File: config.mk
export PLATFORM = sky130hd
export DESIGN_NAME = uart_rx_frontend_flat
export DESIGN_NICKNAME = d
export VERILOG_FILES = /design/src/rtl/uart_rx_frontend_if.sv /design/src/rtl/uart_rx_frontend.sv /design/src/flat_wrapper.sv
export SDC_FILE = /design/constraint.sdc
export NUM_CORES = 1
export LEC_CHECK = 0
export BUFFER_PORTS_ARGS = -buffer_cell sky130_fd_sc_hd__buf_2
export CAP_MARGIN = 20
export CORE_MARGIN = 1.5
export CORE_UTILIZATION = 50
export CTS_BUF_LIST = sky130_fd_sc_hd__clkbuf_8 sky130_fd_sc_hd__clkbuf_16
export DETAILED_ROUTE_END_ITERATION = 10
export GPL_ROUTABILITY_DRIVEN = 0
export GPL_TIMING_DRIVEN = 0
export PLACE_DENSITY = 0.7
export SLEW_MARGIN = 20
export SYNTH_ARGS = -nofsm -noshare
export SYNTH_HDL_FRONTEND = slang
export SYNTH_SLANG_ARGS = --single-unit
File: constraint.sdc
create_clock -name CLK -period 4.7 [get_ports CLK]
set_input_delay 0.47 -clock CLK [delete_from_list [all_inputs] [get_ports CLK]]
set_output_delay 0.47 -clock CLK [all_outputs]
set_load 0.1 [all_outputs]
File: src/rtl/uart_rx_frontend_if.sv
// rtl/uart_rx_frontend_if.sv - received-byte stream and error status bundle for uart_rx_frontend
//
// master: the receiver (drives rx_data/rx_valid, frame_err, overrun, err_count)
// slave : the consumer (drives rx_ready)
interface uart_rx_frontend_if;
    logic [7:0] rx_data;
    logic       rx_valid;
    logic       rx_ready;
    logic       frame_err;
    logic       overrun;
    logic [7:0] err_count;

    modport master (
        output rx_data,
        output rx_valid,
        input  rx_ready,
        output frame_err,
        output overrun,
        output err_count
    );

    modport slave (
        input  rx_data,
        input  rx_valid,
        output rx_ready,
        input  frame_err,
        input  overrun,
        input  err_count
    );
endinterface

File: src/rtl/uart_rx_frontend.sv
// rtl/uart_rx_frontend.sv - 8N1 UART receive front end with holding register and error counter
//
// Ports:
//   CLK   - system clock, rising edge
//   RESET - synchronous active-low reset
//   RXD   - asynchronous serial line, idle high
//   rx    - master side of uart_rx_frontend_if: byte stream (rx_data/rx_valid/rx_ready),
//           frame_err and overrun one-cycle pulses, saturating err_count
module uart_rx_frontend #(
    parameter int CLKS_PER_BIT = 87,
    parameter int SYNC_STAGES  = 2
) (
    input  logic               CLK,
    input  logic               RESET,
    input  logic               RXD,
    uart_rx_frontend_if.master rx
);
    localparam int CW = (CLKS_PER_BIT > 1) ? $clog2(CLKS_PER_BIT) : 1;
    localparam logic [CW-1:0] HALF_M1  = CW'(CLKS_PER_BIT / 2 - 1);
    localparam logic [CW-1:0] BIT_LAST = CW'(CLKS_PER_BIT - 1);

    typedef enum logic [2:0] {
        IDLE,
        START,
        DATA,
        STOP,
        WAIT_HIGH
    } state_t;

    state_t                 state;
    logic [SYNC_STAGES-1:0] sync_q;
    logic [CW-1:0]          cnt;
    logic [2:0]             bit_idx;
    logic [7:0]             shift_q;
    logic                   rxd_s;

    assign rxd_s = sync_q[SYNC_STAGES-1];

    always_ff @(posedge CLK) begin
        if (!RESET) begin
            sync_q       <= '1;
            state        <= IDLE;
            cnt          <= '0;
            bit_idx      <= '0;
            shift_q      <= '0;
            rx.rx_data   <= '0;
            rx.rx_valid  <= 1'b0;
            rx.frame_err <= 1'b0;
            rx.overrun   <= 1'b0;
            rx.err_count <= '0;
        end else begin
            sync_q       <= {sync_q[SYNC_STAGES-2:0], RXD};
            rx.frame_err <= 1'b0;
            rx.overrun   <= 1'b0;

            // The two pulses come from mutually exclusive stop-bit outcomes,
            // so one increment per cycle is enough.
            if ((rx.frame_err || rx.overrun) && rx.err_count != 8'hFF) begin
                rx.err_count <= rx.err_count + 8'd1;
            end

            // Consumer handshake; a delivery in the STOP branch below takes
            // precedence because it is assigned later in this block.
            if (rx.rx_valid && rx.rx_ready) begin
                rx.rx_valid <= 1'b0;
            end

            case (state)
                IDLE: begin
                    cnt <= '0;
                    if (!rxd_s) begin
                        state <= START;
                    end
                end

                START: begin
                    if (cnt == HALF_M1) begin
                        cnt     <= '0;
                        bit_idx <= '0;
                        // Line back high at mid start bit: treat as a glitch.
                        state   <= rxd_s ? IDLE : DATA;
                    end else begin
                        cnt <= cnt + 1'b1;
                    end
                end

                DATA: begin
                    if (cnt == BIT_LAST) begin
                        cnt     <= '0;
                        shift_q <= {rxd_s, shift_q[7:1]};
                        if (bit_idx == 3'd7) begin
                            state <= STOP;
                        end else begin
                            bit_idx <= bit_idx + 3'd1;
                        end
                    end else begin
                        cnt <= cnt + 1'b1;
                    end
                end

                STOP: begin
                    if (cnt == BIT_LAST) begin
                        cnt <= '0;
                        if (rxd_s) begin
                            // Good stop: going straight to IDLE lets a
                            // back-to-back start bit be caught.
                            state <= IDLE;
                            if (!rx.rx_valid || rx.rx_ready) begin
                                rx.rx_data  <= shift_q;
                                rx.rx_valid <= 1'b1;
                            end else begin
                                rx.overrun <= 1'b1;
                            end
                        end else begin
                            // A held-low line (break) must report only once.
                            rx.frame_err <= 1'b1;
                            state        <= WAIT_HIGH;
                        end
                    end else begin
                        cnt <= cnt + 1'b1;
                    end
                end

                WAIT_HIGH: begin
                    cnt <= '0;
                    if (rxd_s) begin
                        state <= IDLE;
                    end
                end

                default: begin
                    state <= IDLE;
                    cnt   <= '0;
                end
            endcase
        end
    end
endmodule

File: src/flat_wrapper.sv
// flat-port wrapper written by rule: the top's interface ports become plain ports
module uart_rx_frontend_flat 
#(
    parameter int CLKS_PER_BIT = 87,
    parameter int SYNC_STAGES  = 2
)
  (CLK, RESET, RXD, rx_rx_data, rx_rx_valid, rx_rx_ready, rx_frame_err, rx_overrun, rx_err_count);
  uart_rx_frontend_if rx_i ();
  input  logic CLK;
  input  logic RESET;
  input  logic RXD;
  output wire logic [$bits(rx_i.rx_data)-1:0] rx_rx_data;
  output wire logic [$bits(rx_i.rx_valid)-1:0] rx_rx_valid;
  input wire logic [$bits(rx_i.rx_ready)-1:0] rx_rx_ready;
  output wire logic [$bits(rx_i.frame_err)-1:0] rx_frame_err;
  output wire logic [$bits(rx_i.overrun)-1:0] rx_overrun;
  output wire logic [$bits(rx_i.err_count)-1:0] rx_err_count;
  assign rx_rx_data = rx_i.rx_data;
  assign rx_rx_valid = rx_i.rx_valid;
  assign rx_i.rx_ready = rx_rx_ready;
  assign rx_frame_err = rx_i.frame_err;
  assign rx_overrun = rx_i.overrun;
  assign rx_err_count = rx_i.err_count;
  uart_rx_frontend #(.CLKS_PER_BIT(CLKS_PER_BIT), .SYNC_STAGES(SYNC_STAGES)) u_core (.CLK(CLK), .RESET(RESET), .RXD(RXD), .rx(rx_i));
endmodule
## Yosys cells after proc, flatten, opt, wreduce, memory -nomap -nowiden

Index checks and enable logic that the tools add are counted.

- Logic and storage cells: 65
- Output and inout port bits: 19
- Input bits: 4
- Register bits after elaboration: 42

- Multiplexer cells: 23
- Reduce and logical (&&, ||, !) cells: 14
- Equality and inequality tests: 15
- Add/sub/neg operators: 3

Operators with widths:

| kind | number |
|---|---|
| 3-bit two-way mux | 10 |
| 3-bit case mux with 5 select lines | 1 |
| 7-bit two-way mux | 2 |
| 7-bit case mux with 2 select lines | 1 |
| 4-bit AND reduction | 3 |
| 2-bit by 1-bit != test with 1-bit output (second input constant) | 5 |
| 8-bit by 1-bit adder with 8-bit output (second input constant) | 1 |
| 8-bit != test (second input constant) | 1 |
| 7-bit by 1-bit adder with 7-bit output (second input constant) | 1 |
| 7-bit by 6-bit equality test with 1-bit output (second input constant) | 1 |
| 7-bit equality test (second input constant) | 1 |
| 1-bit two-way mux | 7 |
| 3-bit by 2-bit equality test with 1-bit output (second input constant) | 2 |
| 3-bit equality test (second input constant) | 2 |
| 3-bit case mux with 2 select lines | 1 |
| 6-bit AND reduction | 1 |
| 2-bit != test (second input constant) | 2 |
| 3-bit by 1-bit adder with 3-bit output (second input constant) | 1 |
| 3-bit by 1-bit equality test with 1-bit output (second input constant) | 1 |
| 3-bit logical NOT | 1 |
| 3-bit AND reduction | 1 |
| 1-bit logical AND | 2 |
| 1-bit logical OR | 2 |
| 2-bit two-way mux | 1 |
| 4 further kinds | 4 |

## Depth between registers and ports, before layout

Gate-level depths: netlist of run 1.

- Depth in word-level cells: 6
- Depth in mapped cells: 7
- Gate-level depth less buffers: 6

## Worst setup path before layout of run 1

Ideal clock, no wire load.

- Path type: reg2reg
- From: register u_core.rx.err_count[0]
- To: register u_core.rx.err_count[0]
- Cell stages (with the launch flop): 6
- Period minus slack after synthesis: 2.175 ns
- Buffers on the path: 0
- Library setup time: 0.119 ns
- Path slack: 2.525 ns
- Required time: 4.581 ns
- Arrival: 2.056 ns
- Cells stage by stage: dfxtp_1 -> ha_1 -> nand2_1 -> o32ai_1 -> xor2_1 -> nor2_1

- Cells in the longest elaborated chain, start to end: 2
- Elaborated cells on any way between the ends: 3
- Those cells by class: 1 x add/sub; 1 x eq/ne; 1 x reduce/logical

Ends and longest elaborated chain:

| element | RTL line | RTL |
|---|---|---|
| from (decl) | uart_rx_frontend_if.sv:19 | `output err_count` |
| from (signal assigned) | uart_rx_frontend.sv:59 | `rx.err_count <= rx.err_count + 8'd1;` |
| parallel branches: the longest is 2 deep, another holds 8-bit by 1-bit adder with 8-bit output | - |  |

Parallel ways; which one is timed is not known.
A chain may end at the register's enable or synchronous reset.

## Final worst setup path of run 1

- From: register u_core.cnt[0]
- To: register u_core.shift_q[5]

- Cells in the longest elaborated chain, start to end: 2

Ends and longest elaborated chain:

| element | RTL line | RTL |
|---|---|---|
| from (decl) | uart_rx_frontend.sv:32 | `logic [CW-1:0] cnt;` |
| from (signal assigned) | uart_rx_frontend.sv:83 | `cnt <= cnt + 1'b1;` |
| from (signal assigned) | uart_rx_frontend.sv:97 | `cnt <= cnt + 1'b1;` |
| from (signal assigned) | uart_rx_frontend.sv:120 | `cnt <= cnt + 1'b1;` |
| 7-bit equality test | uart_rx_frontend.sv:88 | `if (cnt == BIT_LAST) begin` |
| 2-bit AND reduction (no source line) | - |  |
| to (signal assigned) | uart_rx_frontend.sv:90 | `shift_q <= {rxd_s, shift_q[7:1]};` |
| to (decl) | uart_rx_frontend.sv:34 | `logic [7:0] shift_q;` |

No other way between the ends.

==> results of run 1 <==
layout make-up:
class	instances	area, sq um	area share (%)
Sequential cell	42	841	40.9
Buffer	7	30.0	1.46
Clock inverter	3	17.5	0.851
Inverter	3	11.3	0.547
Clock buffer	5	68.8	3.34
Multi-Input combinational cell	143	927	45.0
Timing Repair Buffer	21	105	5.11
Tap cell	46	57.6	2.80
path summary, 6_finish.rpt:
check / to / slack (ns) / depth (start not counted)
worst max-delay path: u_core.shift_q[5] / 3.01 / 7
worst min-delay path: u_core.sync_q[0] / 0.36 / 2
worst max register to register: u_core.shift_q[5] / 3.01 / 7
worst min register to register: u_core.sync_q[1] / 0.42 / 1
sequential cells by signal, indices dropped and copies added, names as in the netlist:
name	cells
u_core.sync_q	2
u_core.rx.frame_err	1
u_core.rx.overrun	1
u_core.bit_idx	3
u_core.cnt	7
u_core.rx.rx_valid	1
u_core.shift_q	8
u_core.rx.rx_data	8
u_core.rx.err_count	8
u_core.state	3
critical path, cell delays in order, from the launching register on:
cell,delay (ns)
dfxtp_1,0.34
inv_1,0.06
ha_1,0.21
nand4b_4,0.15
nor4_4,0.42
buf_2,0.27
nand3_1,0.09
o21ai_0,0.09
cell usage after synthesis (all sizes together):
library cell	n	area, sq um
nor2	15	56.3
nand2b	7	43.8
and3	2	12.5
nand4b	1	23.8
a31oi	1	6.26
o21a	2	15.0
nand2	32	120
dfxtp	42	841
and2b	1	7.51
mux2i	14	140
xnor2	3	26.3
o21bai	1	7.51
nand3	15	75.1
or2	1	8.76
xor2	4	35.0
nor3b	1	7.51
o211a	1	10.0
ha	5	62.6
or3	4	30.0
a211oi	2	20.0
a21oi	4	20.0
clkinv	1	3.75
o21ai	13	65.1
nor4	2	27.5
and4b	1	10.0
o221a	1	11.3
o32ai	2	25.0
nand3b	1	7.51
buf	3	15.0
o211ai	1	7.51
inv	2	7.51
clkbuf	4	15.0
nand4	1	6.26
o2111a	1	11.3
nor3	3	15.0
and4bb	1	12.5
stage by stage:
step                hold slack (ns)  util [%]
floorplan                     0.386         -
finish                        0.360      60.3
detailed placement            0.402      57.7
global placement              0.397      57.7
global route                  0.362      60.3
CTS                           0.360      60.3
kinds of logic (layout without fill, tap and decap cells):
family,count (synthesis),in the layout,synth area share (%)
multiplexers,14,14,7.75
flip-flops,42,42,46.5
AND/OR/NAND/NOR,88,88,25.7
XOR/XNOR,7,7,3.39
buffers and inverters,10,39,2.28
AO/OA/AOI/OAI,29,29,11.0
adder cells (fa/ha/maj),5,5,3.46
power by group through the flow:
stage / registers [mW] / clock network (mW) / logic (mW)
floorplan: 0.367 / 0 / 0.00919
global placement: 0.367 / 0 / 0.0125
detailed placement: 0.367 / 0 / 0.0128
CTS: 0.359 / 0.227 / 0.0128
global route: 0.359 / 0.244 / 0.0141
finish: 0.359 / 0.220 / 0.0126
layout by cell type (no fill, tap or decap), types with 2 or more instances in the layout:
master / netlist / final
dfxtp_1: 42 / 42
o21a_1: 2 / 2
xor2_1: 4 / 4
or3_1: 3 / 3
ha_1: 5 / 5
xnor2_1: 3 / 3
nor3_1: 3 / 3
nand2b_1: 7 / 7
clkbuf_1: 4 / 4
nand2_1: 32 / 32
inv_1: 2 / 3
o21ai_0: 13 / 13
buf_2: 3 / 24
nand3_1: 15 / 15
a21oi_1: 4 / 4
and3_1: 2 / 2
nor2_1: 15 / 15
clkbuf_8: 0 / 5
mux2i_1: 14 / 14
layer usage:
layer	GRT usage, %	share of wire (%)	vias to the layer above
li1	-	-	738
met1	22.1	47	662
met2	30.3	47	29
met3	4.11	4.3	7
met4	8.89	1.7	0
met5	0	0	-
==> summary.md, run 1 <==
| Metric | Value |
|---|---|
| Status | `completed` |
| CTS max path bufs | `2` |
| CTS tree | `yes` |
| Yosys reg bits | `42` |
| Hold crit path type | `in -> reg` |
| Synth Area per Inst | `a little over 9 sq um` |
| Crit Path Class | `reg -> reg` |
| Row cnt | `21` |
| Post-Syn Instances | `195` |
| Leakage | `0.898 nW` |
| Initial antenna violation count | `0` |
| Cell Area, Placed | `1970 sq um` |
| Share of layout cells above drive strength 1 | `17.4%` |
| Slew Limit Fails | `0` |
| Final worst slack | `between 3 and 4 ns` |
| Num CTS Buffers | `5` |
| Crit path launch | `u_core.cnt[0]` |
| # port buffers | `21` |
| Layout Cells excl Fill | `270` |
| Achievable Freq | `between 0.5 and 0.6 GHz` |
| WP data arrival | `between 1.5 and 2 ns` |
| Initial Utilization | `53.0%` |
| Drt wl/cell | `12.3 um` |
| Ant diodes | `0` |
| Max-Cap Viols | `0` |
| Hold_buf cts | `0` |
| Drt total wl | `~3300 um` |
| Seq/Total Area, Yosys | `between 40% and 50%` |
| Nets@finish | `approximately 230` |
| Netlist cell types | `40` |
| Largest net degree at the start of global routing | `14` |
| Initial DRC Count | `88` |
| DP Cell Count | `around 260` |
| Clock network power share | `between 30% and 40%` |
| Min Clock Period, post-route | `1.69 ns` |
| Final instance area | `a little over 2000 sq um` |
| I/O Pins | `23` |
| Psw | `around 130 uW` |
| Critical path endpoint category | `flop` |
| Grt total ovfl | `0` |
| Clk pin slew, worst setup/hold paths | `0.08 ns` |
| PwrDens | `287 nW/um^2` |
| Yosys Warn Count | `0` |
| Post-route setup TNS | `0 ns` |
| Vias | `approximately 1.4k` |
| Share of power burned in registers | `around 61%` |
| Combinational power share | `about 2.1%` |
| Worst Setup Start Kind | `flop` |
| Worst Tran Pin Value | `~0.50 ns` |
| First-pass GRT wire length | `just under 6000 um` |
| CP required | `a little under 5 ns` |
| Setup violations, final | `0` |
| Vias in the first global route | `1,349` |
| Sw frac | `21.7%` |
| Layout fillers | `between 300 and 400` |
| Worst r2r src | `u_core.cnt[0]` |
| RSZ-0062 raised after global routing | `no` |
| Pwr Total | `between 500 and 600 uW` |
| Post-DP HPWL | `2480 um` |
| DIE HEIGHT | `between 60 and 70 um` |
| Worst Path Max Fanout | `10` |
| GRT Util Overall | `18.2%` |
| Die Width | `63.2 um` |
| Drt pass-1 iters | `4` |
| Hold Startpoint | `RXD` |
| Fin. Hold Viols | `0` |
| Period utilization | `36.0%` |
| Relative slew margins | `about 67%` |
| Max rail drop VDD | `around 200 uV` |
| Internal Pwr Total | `~460 uW` |
| Post_cts resized | `0` |
| Clock Skews | `roughly 0.0034 ns` |
| Core area | `between 3000 and 4000 sq um` |
| Die area | `between 3000 and 4000 sq um` |
| Area grow syn2layout | `13.8%` |
| Detail Route Antenna Nets | `0` |
| Vias per cell | `~5.3` |
| H-tree depth | `2` |
| Root Buffer | `clkbuf_8` |
| Synthesized area | `between 1500 and 2000 sq um` |
| Worst-skew pair later-pin latency | `~0.29 ns` |
| Syn nets | `204` |
| Post-CTS Setup Inserts | `0` |
| DRC viols | `0` |
| Total clock sinks | `42` |
| Pre-CTS setup slack | `between 3 and 4 ns` |
(Power assumes the default switching activity.)
==> run 2, diff against run 1 <==
--- a/config.mk
+++ b/config.mk
@@ -5,6 +5,7 @@
 export SDC_FILE = /design/constraint.sdc
 export NUM_CORES = 1
 export LEC_CHECK = 0
+export ABC_AREA = 1
 export BUFFER_PORTS_ARGS = -buffer_cell sky130_fd_sc_hd__buf_2
 export CAP_MARGIN = 20
 export CORE_MARGIN = 1.5
@@ -13,7 +14,7 @@
 export DETAILED_ROUTE_END_ITERATION = 10
 export GPL_ROUTABILITY_DRIVEN = 0
 export GPL_TIMING_DRIVEN = 0
-export PLACE_DENSITY = 0.7
+export PLACE_DENSITY = 0.73
 export SLEW_MARGIN = 20
 export SYNTH_ARGS = -nofsm -noshare
 export SYNTH_HDL_FRONTEND = slang
==> constraint.sdc (replaced) <==
create_clock -name CLK -period 1.4 [get_ports CLK]
set_input_delay 0.14 -clock CLK [delete_from_list [all_inputs] [get_ports CLK]]
set_output_delay 0.14 -clock CLK [all_outputs]
set_load 0.1 [all_outputs]
==> summary.md, run 2 <==
| Metric | Value |
|---|---|
| Crit Path Class | `reg -> reg` |
| Biggest regs | `u_core.rx.err_count x8, u_core.rx.rx_data x8, u_core.shift_q x8` |
| DRC viols | `0` |
| Syn nets | `277` |
| Core area | `between 3000 and 4000 sq um` |
| Detail Route Antenna Nets | `0` |
| Root Buffer | `clkbuf_8` |
| Wire length on met3 | `approximately 150 um` |
| Initial Utilization | `between 50% and 60%` |
| Met2 WL | `approximately 1700 um` |
| Pwr Total | `around 2.6 mW` |
| First-pass GRT wire length | `about 6200 um` |
| Hold crit path type | `in -> reg` |
| Row cnt | `22` |
| Die Width | `between 60 and 70 um` |
| PwrDens | `~1100 nW/um^2` |
| RSZ-0062 raised after global routing | `yes` |
| Worst-skew pair later-pin latency | `around 0.30 ns` |
| Num CTS Buffers | `5` |
| Yosys reg bits | `between 40 and 50` |
| Initial antenna violation count | `0` |
| Period utilization | `101%` |
| Relative slew margins | `just under 70%` |
| CTS tree | `yes` |
| Achievable Freq | `approximately 0.7 GHz` |
| Slew Limit Fails | `0` |
| Setup violations, final | `4` |
| Top Layer Used | `met4` |
| DIE HEIGHT | `roughly 65 um` |
| Worst Path Max Fanout | `8` |
| Synth top area share | `a little over two fifths` |
| Post-Syn Instances | `between 200 and 300` |
| Synth cell count leaders | `nor2_1 (65), nand2_1 (51), dfxtp_1 (42), inv_1 (34), o21ai_0 (13)` |
| Grt total ovfl | `0` |
| Drt total wl | `between 3000 and 4000 um` |
| CP required | `approximately 1.6 ns` |
| Final worst slack | `-0.0124 ns` |
| Share of layout cells above drive strength 1 | `between 30% and 40%` |
| Drt wl/cell | `10.7 um` |
| Synth area leaders | `dfxtp_1 (43%), nor2_1 (13%), nand2_1 (9.9%)` |
| Synth Flop Type | `dfxtp_1` |
| Final core occ | `between 60% and 70%` |
| Failing checks | `setup timing` |
| DP Cell Count | `between 300 and 400` |
| Max rail drop VDD | `approximately 620 uV` |
| Netlist cell types | `28` |
| Die area | `4260 sq um` |
| Worst Setup Start Kind | `flop` |
| Synth Area per Inst | `about 7.2 sq um` |
| Leakage | `approximately 1.2 nW` |
| Critical path endpoint category | `flop` |
| Yosys Warn Count | `0` |
| Post-DP HPWL | `approximately 2500 um` |
| Commonest non-fill, non-tap cell in the layout | `nor2_1` |
| Layout Cells excl Fill | `about 350` |
| Vias in the first global route | `between 1k and 1.5k` |
| Fin. Hold Viols | `0` |
| Largest net degree at the start of global routing | `14` |
| Post-route setup TNS | `-0.0236 ns` |
| Most frequent cells in the layout | `nor2_1 (60), nand2_1 (45), inv_1 (30)` |
| Drt pass-1 iters | `4` |
| H-tree depth | `2` |
| # port buffers | `22` |
| Post-synth EDFFs | `0` |
| Worst Tran Pin Value | `approximately 0.5 ns` |
| Max-Cap Viols | `0` |
| Asr flop ratio synth | `0%` |
| Vias | `between 1.5k and 2k` |
| Min Clock Period, post-route | `~1.4 ns` |
| Seq/Total Area, Yosys | `between 40 and 50%` |
| WP data arrival | `between 1.5 and 2 ns` |
| Vias per cell | `about 4.8` |
| Routed length on met1 | `about 1900 um` |
| Worst-case hold slack | `~0.034 ns` |
| I/O Pins | `23` |
| Area grow syn2layout | `22.7%` |
| Count leader, synth | `nor2_1` |
| Status | `finished with violations` |
| Clock Skews | `about 0.0094 ns` |
| Synthesized area | `~1900 sq um` |
| Cell accounting for the most synthesized area | `dfxtp_1` |
| CTS max path bufs | `2` |
| Initial DRC Count | `between 60 and 70` |
| GRT Util Overall | `a little under a fifth` |
| Ant diodes | `0` |
| Total clock sinks | `between 40 and 50` |
| Clk pin slew, worst setup/hold paths | `0.08 ns` |
| Nets@finish | `about 310` |
run 2: cell count changes after synthesis, moves of 5 or more:
cell	before	now
inv_1	2	34
nand2_1	32	51
nand2b_1	7	0
a21oi_1	4	9
nor2_1	15	65
mux2i_1	14	0
run 2: metal layers:
| metal | up-vias | global-route usage [%] |
|---|---|---|
| li1 | 900 | - |
| met1 | 774 | 23.5 |
| met2 | 32 | 30.7 |
| met3 | 5 | 5.65 |
| met4 | 0 | 7.81 |
| met5 | - | 0 |
run 2: per-stage QoR:
step	setup slack, ns	cell area, sq um
global placement	-0.202	2150
detailed placement	-0.233	2150
CTS	-0.0602	2330
global route	-0.152	2380
floorplan	0.0129	1980
finish	-0.0124	2380
run 2: timing repair:
item	CTS	global route
setup buffers	6	1
pin swaps	4	4
gates resized for setup	11	16
hold buffers	0	0
cloned	1	0
setup endpoints to repair	29	26
run 2: kinds of logic (layout without fill, tap and decap cells):
kind of cell	Yosys count	count (layout)	share of synthesized area [%]
AO/OA/AOI/OAI	23	23	6.06
XOR/XNOR	7	7	3.16
adder cells (fa/ha/maj)	5	5	3.22
buffers and inverters	42	80	9.22
flip-flops	42	42	43.3
AND/OR/NAND/NOR	149	149	35.0
run 2: worst max-delay path, cell delays in order (launching register included):
cell     delay (ns)
dfxtp_2        0.33
inv_2          0.06
ha_4           0.13
nand2_2        0.04
inv_2          0.08
nand2_4        0.07
nor2_8         0.11
nand4_4        0.16
buf_6          0.19
nand2_2        0.05
nand2_2        0.04
nor2_1         0.09
run 2: power breakdown:
group,total (mW),internal (mW),leakage [nW],switching [mW]
Sequential,1.28,1.23,0.349,0.0541
Clock,0.804,0.396,0.0472,0.408
Combinational,0.493,0.174,0.787,0.320
run 2: cell type report:
cell class                      instances  area, sq um
Buffer                                  4         36.3
Clock buffer                            6         82.6
Clock inverter                          2         12.5
Fill cell                             340         1310
Inverter                               38          143
Multi-Input combinational cell        184          998
Sequential cell                        42          875
Tap cell                               48         60.1
Timing Repair Buffer                   30          174
run 2: final timing paths:
kind	startpoint	end	slack, ns	depth (start not counted)
hold reg to reg	u_core.sync_q[0]	u_core.sync_q[1]	0.42	1
hold / removal	RXD	u_core.sync_q[0]	0.03	2
setup reg to reg	u_core.cnt[0]	u_core.rx.rx_data[1]	-0.01	11
setup / recovery	u_core.cnt[0]	u_core.rx.rx_data[1]	-0.01	11
==> run 3, diff against run 2 <==
--- a/config.mk
+++ b/config.mk
@@ -8,6 +8,7 @@
 export ABC_AREA = 1
 export BUFFER_PORTS_ARGS = -buffer_cell sky130_fd_sc_hd__buf_2
 export CAP_MARGIN = 20
+export CORE_ASPECT_RATIO = 1.75
 export CORE_MARGIN = 1.5
 export CORE_UTILIZATION = 50
 export CTS_BUF_LIST = sky130_fd_sc_hd__clkbuf_8 sky130_fd_sc_hd__clkbuf_16
==> summary.md, run 3 (synthesis results as in run 2) <==
| Metric | Value |
|---|---|
| Vias | `about 1.8k` |
| # port buffers | `22` |
| Pre-CTS setup slack | `-0.225 ns` |
| Share of layout cells above drive strength 1 | `about a third` |
| Period utilization | `a little over nine tenths` |
| Final instance area | `approximately 2500 sq um` |
| Worst Hold Depth | `2` |
| Worst Path Max Fanout | `5` |
| Largest net degree at the start of global routing | `15` |
| Biggest regs | `u_core.rx.err_count x8, u_core.rx.rx_data x8, u_core.shift_q x8` |
| Drt wl/cell | `approximately 12 um` |
| Layout fillers | `320` |
| Achievable Freq | `between 0.7 and 0.8 GHz` |
| Commonest non-fill, non-tap cell in the layout | `nor2_1` |
| Initial antenna violation count | `0` |
| Clock Skews | `0.00950 ns` |
| CTS tree | `yes` |
| Detail Route Antenna Nets | `0` |
| Setup slack, reg-to-reg | `about 0.026 ns` |
| RSZ-0062 raised after global routing | `yes` |
| Relative slew margins | `67.8%` |
| Status | `completed` |
| CP required | `approximately 1.6 ns` |
| Die area | `4280 sq um` |
| Most frequent cells in the layout | `nor2_1 (59), nand2_1 (40), inv_1 (29)` |
| Hold_buf cts | `0` |
| Crit Path Class | `reg -> reg` |
| Area grow syn2layout | `29.5%` |
| H-tree depth | `2` |
| Max-Cap Viols | `0` |
| Ant diodes | `0` |
| Hold Startpoint | `RXD` |
| GRT Util Overall | `between 10% and 20%` |
| Critical path endpoint category | `flop` |
| Root Buffer | `clkbuf_8` |
| Final worst slack | `~0.026 ns` |
| DRC viols | `0` |
| Leakage | `approximately 1.3 nW` |
| I/O Pins | `23` |
| Num CTS Buffers | `5` |
| Fin. Hold Viols | `0` |
| Clk pin slew, worst setup/hold paths | `0.08 ns` |
| Post-DP HPWL | `roughly 2700 um` |
| Drt pass-1 iters | `4` |
| Min Clock Period, post-route | `1.37 ns` |
| CTS max path bufs | `2` |
| Worst-skew pair later-pin latency | `roughly 0.30 ns` |
| Drt total wl | `between 4000 and 5000 um` |
| Worst R2R End | `u_core.rx.rx_data[4]` |
| Die Width | `about 50 um` |
| Hold crit path type | `in -> reg` |
| First-pass GRT wire length | `approximately 6500 um` |
| PwrDens | `about 1200 nW/um^2` |
| WP data arrival | `roughly 1.6 ns` |
| Cell Area, Placed | `around 2200 sq um` |
| Core area | `about 3700 sq um` |
| Max rail drop VDD | `roughly 830 uV` |
| Setup violations, final | `0` |
| Vias per cell | `between 5 and 6` |
| Total clock sinks | `42` |
| Initial DRC Count | `27` |
| Nets@finish | `around 320` |
| Grt total ovfl | `0` |
| Worst r2r src | `u_core.cnt[0]` |
| Row cnt | `29` |
| Initial Utilization | `53.0%` |
| Pwr Total | `2.98 mW` |
| Slew Limit Fails | `0` |
| Worst Setup Start Kind | `flop` |
| Worst Hold End | `u_core.sync_q[0]` |
| DIE HEIGHT | `around 85 um` |
| Worst Tran Pin Value | `just under 0.5 ns` |
| FF-to-FF path depth | `11` |
| Vias in the first global route | `between 1.5k and 2k` |
run 3: cell types whose count changed in the layout (fill, tap and decap cells not counted), sizes merged:
cell	change
buf	+3
bufinv	+1
clkinvlp	-1
run 3: critical path, stage by stage, from the launching register on:
cell and delay (ns):
dfxtp_2 0.33, inv_2 0.06, ha_4 0.14, nand2_4 0.05, inv_4 0.07, nand2_4 0.06
nor2_8 0.11, nand4_4 0.13, buf_6 0.18, nand2_1 0.05, nand2_1 0.04, nor2_1 0.09
run 3: final cells by class:
class,instances,area [sq um],share of cell area (%)
multi-input combinational,184,1050,41.8
sequential,42,882,35.1
timing repair buffer,33,208,8.26
inverter,38,148,5.87
clock buffer,6,93.8,3.73
tap,46,57.6,2.29
clock inverter,2,38.8,1.54
buffer,4,36.3,1.44
run 3: layer usage:
metal  global-route usage, %  up-vias  part of all wire [%]
li1                        -      906                     -
met1                    20.1      852                    41
met2                    35.8       23                    54
met3                    4.40       10                   2.3
met4                    10.1        0                   2.0
met5                       0        -                     0
run 3: worst max-delay path by stage:
stage	start	endpoint	slack, ns	cells after the start
6_report	u_core.cnt[0]	u_core.rx.rx_data[4]	0.03	11
4_1_cts	u_core.cnt[0]	u_core.rx.rx_data[1]	-0.003	11
5_1_grt	u_core.cnt[0]	u_core.rx.rx_data[5]	-0.04	11
3_3_place_gp	u_core.cnt[0]	u_core.shift_q[3]	-0.17	9
2_1_floorplan	u_core.rx.err_count[0]	u_core.rx.err_count[1]	0.01	8
3_5_place_dp	u_core.cnt[0]	u_core.cnt[3]	-0.22	9
run 3: through the flow:
stage	utilization, %	hold WS, ns	setup TNS, ns	instances
5_1_grt	68.6	0.0434	-0.286	355
6_report	68.6	0.0412	0	355
2_1_floorplan	-	0.247	0	268
4_1_cts	65.2	0.0230	-0.00319	352
3_5_place_dp	58.7	0.331	-4.01	336
3_3_place_gp	58.7	0.325	-3.35	336
run 3: repair_timing:
| item | in CTS | in global routing |
|---|---|---|
| setup endpoints to repair | 29 | 35 |
| buffers inserted | 7 | 3 |
| cloned | 1 | 0 |
| pin swaps | 5 | 10 |
| gates resized for setup | 17 | 34 |
| hold endpoints to repair | 0 | 0 |
run 3: report_power, final:
part / total (mW) / internal, mW / switching [mW]
combinational: 0.594 / 0.207 / 0.386
clock: 1.07 / 0.642 / 0.424
sequential: 1.32 / 1.24 / 0.0778
